$ cat src/rtl/sd_spi_master.sv
// sd_spi_master: byte-level SPI master for SD cards (mode 0, MSB first).
// Upstream logic hands over one byte at a time on tx_valid/tx_ready and gets
// the byte clocked in from miso back as a one-cycle rx_valid pulse. The block
// owns the SCK divider, chip-select sequencing and the idle-high MOSI level.
//
// Optional feature, macro SD_SPI_DUMMY_CLK_EN: adds the dummy_start port and a
// DUMMY state that sends DUMMY_BYTES*8 SCK pulses with cs and mosi held high.
// This is the power-up clocking that SD cards need. Without the macro, software
// sends 0xFF bytes with cs_assert=0 to get the same effect.
//
// state | meaning
// ------+---------------------------------------------------------------
// IDLE  | engine free, tx_ready=1, cs follows ~cs_assert, sck=0, mosi=1
// SHIFT | one byte in flight, 8 sck pulses, cs frozen
// DUMMY | power-up clock burst, cs=1, mosi=1 (macro build only)

module sd_spi_master #(
  parameter int CLK_DIV     = 4
`ifdef SD_SPI_DUMMY_CLK_EN
  ,
  parameter int DUMMY_BYTES = 10
`endif
) (
  input  logic       clk,
  input  logic       reset,
  input  logic       tx_valid,
  output logic       tx_ready,
  input  logic [7:0] tx_data,
  output logic       rx_valid,
  output logic [7:0] rx_data,
  input  logic       cs_assert,
  output logic       busy,
`ifdef SD_SPI_DUMMY_CLK_EN
  input  logic       dummy_start,
`endif
  output logic       sck,
  output logic       cs,
  output logic       mosi,
  input  logic       miso
);

  // Half-period timer is a down-counter reloaded with CLK_DIV-1; sck toggles
  // when it reads zero, so CLK_DIV=1 toggles sck on every clk.
  localparam int              DIV_W      = (CLK_DIV > 1) ? $clog2(CLK_DIV) : 1;
  localparam logic [DIV_W-1:0] DIV_RELOAD = DIV_W'(CLK_DIV - 1);

`ifdef SD_SPI_DUMMY_CLK_EN
  localparam int              DUMMY_PULSES = DUMMY_BYTES * 8;
  localparam int              DCW          = (DUMMY_PULSES > 1) ? $clog2(DUMMY_PULSES) : 1;
  localparam logic [DCW-1:0]  DUMMY_LAST   = DCW'(DUMMY_PULSES - 1);

  typedef enum logic [1:0] {
    IDLE  = 2'd0,
    SHIFT = 2'd1,
    DUMMY = 2'd2
  } state_t;
`else
  typedef enum logic [1:0] {
    IDLE  = 2'd0,
    SHIFT = 2'd1
  } state_t;
`endif

  state_t           state;
  logic [DIV_W-1:0] div_cnt;
  logic [2:0]       bit_cnt;
  // Only the seven bits still to be sent are kept; bit 7 leaves on accept.
  logic [6:0]       tx_shift;
  logic [7:0]       rx_shift;
`ifdef SD_SPI_DUMMY_CLK_EN
  // Pulses remaining in the burst, counted down on each falling sck edge.
  logic [DCW-1:0]   dummy_cnt;
`endif

  assign tx_ready = (state == IDLE);
  assign busy     = ~tx_ready;

  // Sequencer: divider, bit timing, pin levels and the received-byte pulse.
  always_ff @(posedge clk or posedge reset) begin
    if (reset) begin
      state     <= IDLE;
      sck       <= 1'b0;
      cs        <= 1'b1;
      mosi      <= 1'b1;
      rx_valid  <= 1'b0;
      rx_data   <= 8'h00;
      div_cnt   <= '0;
      bit_cnt   <= 3'd0;
      tx_shift  <= 7'h00;
      rx_shift  <= 8'h00;
`ifdef SD_SPI_DUMMY_CLK_EN
      dummy_cnt <= '0;
`endif
    end else begin
      rx_valid <= 1'b0;
      unique case (state)
        IDLE: begin
          sck  <= 1'b0;
          mosi <= 1'b1;
          cs   <= ~cs_assert;
`ifdef SD_SPI_DUMMY_CLK_EN
          // The burst wins over a pending byte; that byte waits for IDLE.
          if (dummy_start) begin
            state     <= DUMMY;
            cs        <= 1'b1;
            div_cnt   <= DIV_RELOAD;
            dummy_cnt <= DUMMY_LAST;
          end else
`endif
          if (tx_valid) begin
            state    <= SHIFT;
            mosi     <= tx_data[7];
            tx_shift <= tx_data[6:0];
            div_cnt  <= DIV_RELOAD;
            bit_cnt  <= 3'd0;
          end
        end

        SHIFT: begin
          if (div_cnt != '0) begin
            div_cnt <= div_cnt - DIV_W'(1);
          end else begin
            div_cnt <= DIV_RELOAD;
            sck     <= ~sck;
            if (!sck) begin
              rx_shift <= {rx_shift[6:0], miso};
            end else if (bit_cnt == 3'd7) begin
              // Eighth falling edge: hand the byte up and free the engine
              // in the same cycle so a held tx_valid goes out back-to-back.
              sck      <= 1'b0;
              mosi     <= 1'b1;
              rx_data  <= rx_shift;
              rx_valid <= 1'b1;
              state    <= IDLE;
            end else begin
              mosi     <= tx_shift[6];
              tx_shift <= {tx_shift[5:0], 1'b1};
              bit_cnt  <= bit_cnt + 3'd1;
            end
          end
        end

`ifdef SD_SPI_DUMMY_CLK_EN
        DUMMY: begin
          cs   <= 1'b1;
          mosi <= 1'b1;
          if (div_cnt != '0) begin
            div_cnt <= div_cnt - DIV_W'(1);
          end else begin
            div_cnt <= DIV_RELOAD;
            sck     <= ~sck;
            if (sck) begin
              if (dummy_cnt == '0) begin
                state <= IDLE;
              end else begin
                dummy_cnt <= dummy_cnt - DCW'(1);
              end
            end
          end
        end
`endif

        default: begin
          state <= IDLE;
          sck   <= 1'b0;
          mosi  <= 1'b1;
        end
      endcase
    end
  end

endmodule

$ cat config.mk
export PLATFORM = sky130hd
export DESIGN_NAME = sd_spi_master
export DESIGN_NICKNAME = d
export VERILOG_FILES = /design/src/rtl/sd_spi_master.sv
export SDC_FILE = /design/constraint.sdc
export NUM_CORES = 1
export LEC_CHECK = 0
export BUFFER_PORTS_ARGS = -buffer_cell sky130_fd_sc_hd__buf_2
export CAP_MARGIN = 20
export CORE_MARGIN = 10
export CORE_UTILIZATION = 54
export DETAILED_ROUTE_END_ITERATION = 10
export PLACE_DENSITY = 0.79
export REMOVE_ABC_BUFFERS = 1
export SLEW_MARGIN = 20
export SYNTH_ARGS = -nofsm -noshare
export SYNTH_HDL_FRONTEND = slang
export SYNTH_SLANG_ARGS = --single-unit
$ cat constraint.sdc
create_clock -name clk -period 1.95 [get_ports clk]
set_input_delay 0.39 -clock clk [delete_from_list [all_inputs] [get_ports clk]]
set_output_delay 0.39 -clock clk [all_outputs]
set_load 0.01 [all_outputs]
==> impl_metrics.env <==
export IMPL_drt_pass1_iterations=6
export IMPL_finalWeightedCongestion=0.712
export IMPL_min_period_over_period=0.948
export IMPL_maxCapViolations=0
export IMPL_hold_class="in -> async"
export IMPL_cts_clk_slew_worst_paths_ns=0.09
export IMPL_io_buffers=26
export IMPL_fp_coreArea_um2=2540
export IMPL_grt_pass1_vias=982
export IMPL_rsz0062_at_grt="false"
export IMPL_status="finished clean"
export IMPL_hold_violations=0
export IMPL_numCtsBuffers=5
export IMPL_ctsHoldBuffers=0
export IMPL_grt_pass1_wl_mm=4.50
export IMPL_worstSkewPairLatency_ns=0.33
export IMPL_post_cts_setup_buffers=0
export IMPL_crit_path_end_kind="register"
export IMPL_cts_tree="done"
export IMPL_async_flop_share=1.00
export IMPL_fp_dieW_um=72.2
export IMPL_synth_edf_count=0
export IMPL_vdd_drop_max_uv=852
export IMPL_r2r_start="bit_cnt[0]"
export IMPL_nNetsFinal=153
export IMPL_p_leak_nw=0.818
export IMPL_finalSetupViolations=0
export IMPL_area_delta_synth_final_pct=14.1
export IMPL_totalWireLength_mm=2.63
export IMPL_arrival_ns=2.07
export IMPL_syn_avg_cell_area_um2=14.3
export IMPL_fin_skew_ns=0.00505
export IMPL_hpwl_mm=2.03
export IMPL_yosysWarnings=0
export IMPL_grt_max_degree=25
export IMPL_reg2reg_slack_ns=0.10
export IMPL_drc=0
export IMPL_antenna_left=0
export IMPL_n_fill_cell=201
export IMPL_htree_levels=2
export IMPL_critPathKind="reg -> reg"
export IMPL_synth_cells=103
export IMPL_track_usage=0.109
export IMPL_synth_seq_area_share=0.564
export IMPL_grt_overflow=0
export IMPL_dieArea_um2=5210
export IMPL_multi_input_area_um2=568
export IMPL_clockBufferDepth=2
export IMPL_vias=909
export IMPL_drive_gt1_frac=0.522
export IMPL_cts_resized=0
export IMPL_dieHeight_um=72.2
export IMPL_drtIter0Drc=28
export IMPL_antenna_found_initial=0
export IMPL_synthFlopType="dfrtp_1"
export IMPL_wl_per_cell_um=15.8
export IMPL_p_per_area_nw_per_um2=1390
export IMPL_r2r_cells=5
export IMPL_viasPerCell=5.48
export IMPL_row_count=18
export IMPL_root_buffer="clkbuf_4"
export IMPL_start_kind="register"
export IMPL_slew_violations=0
export IMPL_ys_ff_latch=33
export IMPL_relSlewSlack=0.683
export IMPL_cp_max_fo=7
export IMPL_start_util=0.577
export IMPL_fin_setup_tns_ns=0
export IMPL_startpoint="bit_cnt[0]"
export IMPL_syn_area_um2=1470
export IMPL_pin_count=27
export IMPL_ff_latch_area_um2=828
export IMPL_tightest_slew_ns=0.476
export IMPL_fin_crit_ns=1.85
export IMPL_netlist_cell_type_count=25
export IMPL_worstPathRequired_ns=2.17
export IMPL_hold_slack_ns=0.00127
export IMPL_clock_sinks=33
export IMPL_timing_fmax_mhz=541
export IMPL_final_util=0.658
export IMPL_num_antenna_cells=0
cells in the mapped netlist, drive strengths merged, types with 2 or more instances:
cell type   n  share of area
o31ai       3          0.015
inv         6          0.015
dfrtp      31           0.53
nor3        2         0.0068
mux2       28           0.22
a21oi       4          0.014
nand3       3          0.010
dfstp       2          0.036
buf         4          0.032
nor2        5          0.013
ha          4          0.034
layout by cell type, fill, tap and decap left out, types with 2 or more instances in the layout:
master	count
dfrtp_1	31
mux2_2	26
buf_2	26
inv_1	6
nor2_1	5
clkbuf_4	5
a21oi_1	4
ha_1	4
buf_4	4
nand3_1	3
o31ai_1	3
nor3_1	2
mux2_4	2
dfstp_2	2
layer usage:
metal / vias up / GRT usage / wire [um]
met5: - / 0 / 0
met2: 19 / 0.176 / 1320
met3: 7 / 0.0571 / 176
li1: 425 / - / -
met4: 0 / 0.0387 / 38
met1: 458 / 0.118 / 1090
layout make-up:
| class | count | area share |
|---|---|---|
| tap | 30 | 0.0224 |
| inverter | 7 | 0.0157 |
| clock buffer | 7 | 0.0329 |
| timing repair buffer | 30 | 0.0956 |
| sequential | 33 | 0.494 |
| multi-input combinational | 59 | 0.339 |
sequential cells by signal (all words and copies together) (netlist names):
| signal | flops |
|---|---|
| rx_shift | 8 |
| div_cnt | 2 |
| sck | 1 |
| cs | 1 |
| rx_valid | 1 |
| bit_cnt | 3 |
| rx_data | 8 |
| tx_shift | 7 |
| state | 1 |
| mosi | 1 |
cell families (layout without fill, tap and decap cells):
family          after synthesis  after routing  synth area share
fa+ha+maj                     4              4            0.0341
flops                        33             33             0.564
buf+inv                      11             44            0.0494
mux                          28             28             0.220
xor+xnor                      1              1           0.00596
simple gates                 16             16            0.0826
compound gates               10             10            0.0443
path summary, 6_finish.rpt:
| kind | end |
|---|---|
| worst min-delay path | rx_data[3] |
| worst max-delay path | tx_shift[4] |
| min in group clk | cs |
| worst min register to register | div_cnt[0] |
| worst max register to register | tx_shift[4] |
| max in group asynchronous | cs |
critical path: stages (launching register included):
cell      delay, ns
dfrtp_1        0.41
ha_1           0.23
ha_1           0.20
nand4b_2       0.31
nand2_2        0.24
mux2_2         0.36
power breakdown:
part	internal [mW]	switching, mW	total (mW)	leakage, nW
clock network	0.170	0.219	0.389	0.0314
registers	0.963	0.173	1.14	0.394
logic	0.448	0.358	0.806	0.393
metrics by stage:
stage | instances | worst slack [ns] | cell area (um^2) | total power, mW
2_1_floorplan | 99 | 0.259 | 1420 | 1.72
3_3_place_gp | 159 | 0.202 | 1620 | 1.92
3_5_place_dp | 159 | 0.0941 | 1620 | 1.98
4_1_cts | 166 | 0.0791 | 1680 | 2.37
5_1_grt | 166 | 0.0100 | 1680 | 2.51
6_report | 166 | 0.101 | 1680 | 2.33
No activity file was read; power rests on OpenSTA's default activity.
